[src/rtl/riscv_enc_pkg.sv]
// Shared constants for the RV32 instruction encoder: format codes, opcodes,
// immediate range limits and the packer result bundle.
package riscv_enc_pkg;

    localparam logic [1:0] FMT_R  = 2'd0;
    localparam logic [1:0] FMT_I  = 2'd1;
    localparam logic [1:0] FMT_S  = 2'd2;
    localparam logic [1:0] FMT_SB = 2'd3;

    localparam logic [6:0] OP_R      = 7'b0110011;
    localparam logic [6:0] OP_I_ALU  = 7'b0010011;
    localparam logic [6:0] OP_LOAD   = 7'b0000011;
    localparam logic [6:0] OP_STORE  = 7'b0100011;
    localparam logic [6:0] OP_BRANCH = 7'b1100011;

    // 12-bit immediates (I, S) and 13-bit even branch offsets (SB)
    localparam longint IMM12_MIN = -64'sd2048;
    localparam longint IMM12_MAX = 64'sd2047;
    localparam longint IMM13_MIN = -64'sd4096;
    localparam longint IMM13_MAX = 64'sd4094;

    typedef struct packed {
        logic [31:0] instr;
        logic        legal;
    } packed_word_t;

    function automatic logic imm_in_range(logic [63:0] imm, longint lo, longint hi);
        return ($signed(imm) >= lo) && ($signed(imm) <= hi);
    endfunction

endpackage

[src/rtl/inst_field_packer.sv]
// Combinational RV32 field packer: builds the R/I/S/SB instruction word and
// flags immediates that do not fit the chosen format.
module inst_field_packer
    import riscv_enc_pkg::*;
(
    input  logic [1:0]  fmt,
    input  logic [6:0]  opcode,
    input  logic [4:0]  rd,
    input  logic [4:0]  rs1,
    input  logic [4:0]  rs2,
    input  logic [2:0]  funct3,
    input  logic [6:0]  funct7,
    input  logic [63:0] imm,
    output logic [31:0] instr,
    output logic        legal
);

    packed_word_t word;

    always_comb begin
        word = '0;
        unique case (fmt)
            FMT_R: begin
                word.instr = {funct7, rs2, rs1, funct3, rd, opcode};
                word.legal = 1'b1;
            end
            FMT_I: begin
                word.instr = {imm[11:0], rs1, funct3, rd, opcode};
                word.legal = imm_in_range(imm, IMM12_MIN, IMM12_MAX);
            end
            FMT_S: begin
                word.instr = {imm[11:5], rs2, rs1, funct3, imm[4:0], opcode};
                word.legal = imm_in_range(imm, IMM12_MIN, IMM12_MAX);
            end
            FMT_SB: begin
                word.instr = {imm[12], imm[10:5], rs2, rs1, funct3, imm[4:1], imm[11], opcode};
                // Branch offsets are halfword-aligned; bit 0 is not encoded
                word.legal = imm_in_range(imm, IMM13_MIN, IMM13_MAX) && !imm[0];
            end
            default: begin
                word = '0;
            end
        endcase
    end

    assign instr = word.instr;
    assign legal = word.legal;

endmodule

[src/rtl/instruction_encoder_loader.sv]
// Streams encoded RV32 words with ascending wrap-around addresses into
// instruction memory; illegal bundles are consumed and counted instead.
module instruction_encoder_loader
    import riscv_enc_pkg::*;
#(
    parameter int unsigned DEPTH  = 256,
    parameter int unsigned ADDR_W = 8,
    parameter int unsigned ERR_W  = 8
) (
    input  logic              clk,
    input  logic              rst,
    input  logic              in_valid,
    output logic              in_ready,
    input  logic [1:0]        in_fmt,
    input  logic [6:0]        in_opcode,
    input  logic [4:0]        in_rd,
    input  logic [4:0]        in_rs1,
    input  logic [4:0]        in_rs2,
    input  logic [2:0]        in_funct3,
    input  logic [6:0]        in_funct7,
    input  logic [63:0]       in_imm,
    output logic              out_valid,
    input  logic              out_ready,
    output logic [31:0]       out_instr,
    output logic [ADDR_W-1:0] out_addr,
    output logic              wrapped,
    output logic              err_pulse,
    output logic [ERR_W-1:0]  err_count
);

    localparam logic [ADDR_W-1:0] LAST_ADDR = ADDR_W'(DEPTH - 1);

    logic [31:0] enc_instr;
    logic        enc_legal;

    logic              valid_q, valid_d;
    logic [31:0]       instr_q, instr_d;
    logic [ADDR_W-1:0] addr_q, addr_d;
    logic              wrapped_q, wrapped_d;
    logic              err_pulse_q, err_pulse_d;
    logic [ERR_W-1:0]  err_cnt_q, err_cnt_d;

    logic accept;
    logic drain;

    inst_field_packer u_packer (
        .fmt    (in_fmt),
        .opcode (in_opcode),
        .rd     (in_rd),
        .rs1    (in_rs1),
        .rs2    (in_rs2),
        .funct3 (in_funct3),
        .funct7 (in_funct7),
        .imm    (in_imm),
        .instr  (enc_instr),
        .legal  (enc_legal)
    );

    // The output slot frees up in the same cycle it is drained
    assign in_ready = !valid_q || out_ready;
    assign accept   = in_valid && in_ready;
    assign drain    = valid_q && out_ready;

    always_comb begin
        valid_d     = valid_q;
        instr_d     = instr_q;
        addr_d      = addr_q;
        wrapped_d   = wrapped_q;
        err_pulse_d = accept && !enc_legal;
        err_cnt_d   = err_cnt_q;

        if (drain) begin
            valid_d = 1'b0;
            if (addr_q == LAST_ADDR) begin
                addr_d    = '0;
                wrapped_d = 1'b1;
            end else begin
                addr_d = addr_q + 1'b1;
            end
        end

        if (accept && enc_legal) begin
            valid_d = 1'b1;
            instr_d = enc_instr;
        end

        if (accept && !enc_legal && (err_cnt_q != {ERR_W{1'b1}})) begin
            err_cnt_d = err_cnt_q + 1'b1;
        end
    end

    always_ff @(posedge clk) begin
        if (rst) begin
            valid_q     <= 1'b0;
            instr_q     <= '0;
            addr_q      <= '0;
            wrapped_q   <= 1'b0;
            err_pulse_q <= 1'b0;
            err_cnt_q   <= '0;
        end else begin
            valid_q     <= valid_d;
            instr_q     <= instr_d;
            addr_q      <= addr_d;
            wrapped_q   <= wrapped_d;
            err_pulse_q <= err_pulse_d;
            err_cnt_q   <= err_cnt_d;
        end
    end

    assign out_valid = valid_q;
    assign out_instr = instr_q;
    assign out_addr  = addr_q;
    assign wrapped   = wrapped_q;
    assign err_pulse = err_pulse_q;
    assign err_count = err_cnt_q;

endmodule

[config.mk]
export PLATFORM = sky130hd
export DESIGN_NAME = instruction_encoder_loader
export DESIGN_NICKNAME = d
export VERILOG_FILES = /design/src/rtl/riscv_enc_pkg.sv /design/src/rtl/inst_field_packer.sv /design/src/rtl/instruction_encoder_loader.sv
export SDC_FILE = /design/constraint.sdc
export NUM_CORES = 1
export LEC_CHECK = 0
export CORE_ASPECT_RATIO = 1.2
export CORE_MARGIN = 4
export CORE_UTILIZATION = 35
export DETAILED_ROUTE_END_ITERATION = 8
export GPL_TIMING_DRIVEN = 1
export PLACE_DENSITY = 0.76
export SYNTH_ARGS = -nofsm -noshare
export SYNTH_HDL_FRONTEND = slang
export SYNTH_SLANG_ARGS = --single-unit
[constraint.sdc]
create_clock -name clk -period 2.8 [get_ports clk]
set_clock_uncertainty 0.05 [all_clocks]
set_input_delay 0.56 -clock clk [delete_from_list [all_inputs] [get_ports clk]]
set_output_delay 0.56 -clock clk [all_outputs]
set_load 0.02 [all_outputs]
; ---- Word level (Yosys, flattened, before mapping)
; Index checks and enable logic that the tools add are counted.
[word_totals]
regBits = 51
input_bits = 102
out_inout_bits = 52
wordCells = 36
[op_classes]
add_sub_neg = 2
order_cmp = 4
n_eq_ne = 5
mux = 4
reduce_logical = 15
[ops]
columns = cell, n
row1 = 33-bit case mux with 4 select lines, 1
row2 = "64-bit by 12-bit greater-or-equal comparator with 1-bit output, second input constant", 1
row3 = "64-bit by 13-bit greater-or-equal comparator with 1-bit output, second input constant", 1
row4 = "64-bit by 12-bit <= comparator with 1-bit output, second input constant", 1
row5 = "64-bit by 13-bit <= comparator with 1-bit output, second input constant", 1
row6 = "8-bit by 1-bit adder with 8-bit output, second input constant", 2
row7 = "8-bit == test, second input constant", 1
row8 = 1-bit logical AND, 8
row9 = 8-bit 2-to-1 mux, 1
row10 = "8-bit inequality test, second input constant", 1
row11 = "2-bit == test, second input constant", 2
row12 = 1-bit zero test, 3
row13 = "2-bit by 1-bit == test with 1-bit output, second input constant", 1
row14 = 2-bit zero test, 1
row15 = 1-bit 2-to-1 mux, 2
row16 = 2-bit AND reduction, 1
row17 = 2-bit nonzero test, 1
row18 = 1-bit logical OR, 1

; ---- Logic depth before layout (Yosys ltp)
; Gate-level depths: netlist of the first run.
[logic_depth]
ltp_word = 7
mapped_depth = 9
depth_no_buf = 7

; ---- By module
; Synthesis of the first run repeated with hierarchy kept, for this count alone.
[hier_totals]
hier_cells = 322
area_unflattened_um2 = 2610.0
[modules_own_cells]
columns = module, n_inst, cells_per_inst, area_per_inst_um2, seq_area_each_um2
row1 = instruction_encoder_loader, 1, 240, 1981.9, 1021.0
row2 = inst_field_packer, 1, 82, 628.1, 0.0

; ---- Worst setup path before layout of the first run
; OpenSTA, ideal clock, no wires.
[synth_timing]
path_kind = input-to-reg
from = in in_imm[12]
to = reg instr_q[7], in the netlist out_instr[7]
setup_time_ns = 0.128
t_arrival_ns = 2.327
required_ns = 2.622
path_slack_ns = 0.296
path_stages = 9
n_path_buf = 2
path_cell_list = nor4_1 > nand4_1 > or4_4 > a22oi_2 > o221a_4 > buf_12 > buf_12 > mux2i_1 > nor2_1
[synth_between]
elab_chain_len = 5
elab_cells_between_ends = 9
classes_between = 4 x order compare / 1 x mux / 4 x reduce/logical
[synth_lines]
columns = item, line
row1 = "start, declared", instruction_encoder_loader.sv:21  ; input logic [63:0] in_imm,
row2 = 64-bit by 13-bit greater-or-equal comparator with 1-bit output or 64-bit by 13-bit <= comparator with 1-bit output (tied branches), riscv_enc_pkg.sv:28  ; return ($signed(imm) >= lo) && ($signed(imm) <= hi);
row3 = 1-bit logical AND, riscv_enc_pkg.sv:28
row4 = 1-bit logical AND, inst_field_packer.sv:38  ; word.legal = imm_in_range(imm, IMM13_MIN, IMM13_MAX) && !imm[0];
row5 = 33-bit case mux with 4 select lines *, inst_field_packer.sv:22  ; unique case (fmt)
row6 = 1-bit logical AND *, instruction_encoder_loader.sv:82  ; if (accept && enc_legal) begin
row7 = "end signal, assigned", instruction_encoder_loader.sv:102  ; instr_q <= instr_d;
row8 = "end, declared", instruction_encoder_loader.sv:37  ; logic [31:0] instr_q, instr_d;
; Mark *: on every way between the ends. The rest lies on a longest branch, timed or not. The select of a mux whose other input is x is not followed.
; A chain may end at the register's enable or synchronous reset.

; ---- Worst setup path in the final report of the first run
[layout_timing]
from = in in_imm[58]
to = reg instr_q[3], in the netlist out_instr[3]
; Same word-level chain as after synthesis.

==> impl_metrics.csv, run 1 <==
group,metric,value,unit
pwr,p_comb_share,26.3,%
worst_setup_path,crit_required,2930,ps
logic_synthesis,yosysWarnings,0,
pwr,switching_share,26.94,%
route,wirelength,8361,um
worst_setup_path,crit_fanout,8,
clock_tree,cts_buffers,5,
clock_tree,cts.path.max_buffers,2,
route,dr.pass1.iters,4,
die,row_count,33,
worst_setup_path,path_cells,"clkdlybuf4s50_1, nor4_2, nand3_1, or4_4, a22oi_2, o221a_4, clkbuf_16, mux2i_1, nor2_1",
die,io_pins,154,
pwr,share_seq_of_total_power,47.9,%
worst_setup_path,worst_path_largest_cell_delay,460,ps
clock_tree,path_clk_slew,90,ps
route,drtIter0Drc,113,
hold_path,hold_start,"out_instr[30]",
hold_path,hold_depth,2,
timing,min_period,2720,ps
worst_setup_path,critPathSlowestCell,"or4_4",
clock_tree,clock-sinks,51,
logic_synthesis,ys_seq_elements,51,
route,drc_errors,0,
worst_setup_path,path_buf_inv,2,
die,start_util,36.54,%
logic_synthesis,async_reset_ff_share,0,%
logic_synthesis,yosysUniqueCellTypes,40,
worst_setup_path,r2r-end,"out_instr[3]",
clock_tree,clk_latency,290,ps
grt,grt_antenna_before_repair,0,
grt,first_global_vias,2746,
logic_synthesis,ys_top_cells_by_area,"dfxtp_1, mux2i_1, nor2_1",
timing,fin_setup_tns,0,ps
worst_setup_path,cp_top_family,"simple AND/OR/NAND/NOR gates",
die,die_height,101.2,um
cells_and_area,final_cell_mix,"clkdlybuf4s50_1, dfxtp_1, nor2_1",
route,antenna_left,0,
logic_synthesis,synth_top_area_share,40.28,%
worst_setup_path,rrSetupSlack,1010,ps
placement,place_inst,513,
route,routedWlPerCell,15.84,um
pwr,vdd_drop_max,0.0002397,V
die,dieArea,0.008674,mm^2
cells_and_area,multi_input_area,0.001459,mm^2
clock_tree,cts-htree-levels,2,
cells_and_area,seq_area,0.001021,mm^2
pwr,pwr-share-clk,25.7,%
worst_setup_path,worstReg2RegStart,"out_valid",
worst_setup_path,critical_path.startpoint,"in_imm[58]",
logic_synthesis,synth_area,0.002535,mm^2
grt,grt_start_max_net_pins,36,
cells_and_area,final_common_cell,"clkdlybuf4s50_1",
hold_path,hold_class,"reg -> reg",
logic_synthesis,synth.avg_cell_area,9.151,um^2
grt,grt_pass1_wl,12340,um
clock_tree,cts_tree,"yes",
die,coreArea,0.006937,mm^2
cells_and_area,final_cells,528,
logic_synthesis,seq_area_frac_synth,40.28,%
worst_setup_path,start_kind,"input port",
timing,post-route-period-util,97.15,%
logic_synthesis,synthFlopType,"dfxtp_1",
cells_and_area,fillers,564,
pwr,internal-power,1.177,mW
worst_setup_path,r2r_cells,6,
cells_and_area,fin_util,65.53,%
grt,gr-total-overflow,0,
cells_and_area,nNetsFinal,544,
pwr,p_switching,433.8,uW
grt,grt_usage,17.35,%
logic_synthesis,synth_nets,381,
worst_setup_path,end_kind,"register",
cells_and_area,num_antenna_cells,0,
logic_synthesis,synth_edf_count,0,
placement,numPortBuffers,153,
clock_tree,cts_root_buf,"clkbuf_8",
worst_setup_path,endpoint,"out_instr[3]",
timing,clock.fmax,0.3676,GHz
pwr,p_leak,1.892,nW
timing,finalHoldViolations,0,
placement,dpl.hpwl,6154,um
timing,worst_pin_slew,447.2,ps
timing,setup_viol,0,
die,dieWidth,85.69,um
logic_synthesis,synth_cells,277,
run_status,outcome,"finished clean",
route,routed_via_density,5.254,
timing,drv_slew,0,
timing,fin_ws,79.75,ps
route,num_vias,2774,
cells_and_area,area_delta_synth_final,79.32,%
timing,slew_headroom,70.08,%
placement,dp_slack,-344.7,ps
worst_setup_path,path_depth,9,
worst_setup_path,crit_type,"in -> reg",
run,maxCapViolCount,0,
cells_and_area,drive_above_1_share,12.47,%
placement,place.gp.congestion,0.7861,
pwr,powerDensity,354.3,mW/mm^2
logic_synthesis,synth_top_cell_by_area,"dfxtp_1",
worst_setup_path,worstPathArrival,2850,ps
==> registers in the layout, indices dropped and copies added, names as in the netlist <==
name,flops
err_count,8
err_pulse,1
out_addr,8
out_instr,32
out_valid,1
wrapped,1
==> cells in the mapped netlist (all sizes together) (2+ instances only) <==
cell type,n
ha,2
nor2b,3
a311oi,6
xor2,7
nand3,9
or3,3
nand2,15
nor3,3
nand4,19
buf,7
a211oi,9
and3,4
o31ai,2
mux2,2
nor2,45
inv,3
a21oi,9
and2,2
nor4,16
or4,3
o21ai,9
mux2i,29
dfxtp,51
clkbuf,8
nand2b,3
==> routing by layer <==
metal | global-route usage [%] | vias up | share of wire, % | wire length [um]
li1 | - | 1355 | - | -
met1 | 19.71 | 1293 | 40 | 3360
met2 | 31.40 | 108 | 50 | 4177
met3 | 4.719 | 18 | 7.5 | 630
met4 | 5.603 | 0 | 2.3 | 193
met5 | 0 | - | 0 | 0
==> logic make-up after synthesis <==
logic type | Yosys count | share of synthesized area [%]
fa+ha+maj | 2 | 0.9870
xor+xnor | 8 | 2.764
compound gates | 42 | 12.83
simple gates | 125 | 25.12
buf+inv | 18 | 5.034
flops | 51 | 40.28
mux | 31 | 12.98
==> area by class of cell <==
class,count,share of cell area [%]
Timing Repair Buffer,171,40.93
Multi-Input combinational cell,208,32.09
Sequential cell,51,22.46
Tap cell,87,2.395
Clock buffer,6,1.596
Clock inverter,2,0.2753
Inverter,3,0.2477
==> power by group through the flow <==
| stage | clock [mW] | sequential (mW) | combinational, mW |
|---|---|---|---|
| floorplan | 0 | 0.822 | 0.126 |
| global placement | 0 | 0.787 | 0.393 |
| detailed placement | 0 | 0.789 | 0.398 |
| CTS | 0.431 | 0.772 | 0.402 |
| global route | 0.457 | 0.777 | 0.453 |
| finish | 0.415 | 0.771 | 0.424 |
==> worst min-delay path: cells and delay by family, from the launching register on <==
kind	cells	cell delay, ps
simple gates	1	100
compound gates	1	50
flops	1	320
==> worst min-delay path by stage <==
| stage | end | slack, ps |
|---|---|---|
| CTS | out_instr[2] | 460 |
| detailed placement | out_instr[2] | 430 |
| global placement | wrapped | 420 |
| finish | out_instr[30] | 450 |
| global route | out_instr[30] | 480 |
| floorplan | err_count[7] | 510 |
==> what timing repair did <==
action,4_1_cts,5_1_grt
resized for setup,3,48
pin swaps,5,21
buffers inserted,0,2
endpoints found under the setup margin,8,34
gates cloned,0,5
hold buffers,0,0
==> per-stage QoR <==
| stage | hold WS, ps | total power [mW] | instance area (um^2) |
|---|---|---|---|
| CTS | 455.7 | 1.605 | 4265 |
| finish | 452.9 | 1.610 | 4546 |
| global placement | 417.2 | 1.180 | 4161 |
| global route | 484.9 | 1.688 | 4546 |
| detailed placement | 432.4 | 1.187 | 4161 |
| floorplan | 513.2 | 0.9472 | 2535 |
Note: power is estimated with default switching activity, not from simulation.
==> run 2, diff against run 1 <==
--- a/config.mk
+++ b/config.mk
@@ -14,3 +14,4 @@
 export SYNTH_ARGS = -nofsm -noshare
 export SYNTH_HDL_FRONTEND = slang
 export SYNTH_SLANG_ARGS = --single-unit
+export TNS_END_PERCENT = 30
==> constraint.sdc (replaced) <==
create_clock -name clk -period 2.8 [get_ports clk]
set_clock_uncertainty 0.05 [all_clocks]
set_input_delay 0.56 -clock clk [delete_from_list [all_inputs] [get_ports clk]]
set_output_delay 0.56 -clock clk [all_outputs]
set_load 0.01 [all_outputs]
==> results of run 2 <==
Same layout as run 1 (identical final DEF). Status: finished clean.
Main changes from that run: total power 1.610 mW -> 1.589 mW; worst IR drop on VDD 0.0002397 V -> 0.0002388 V
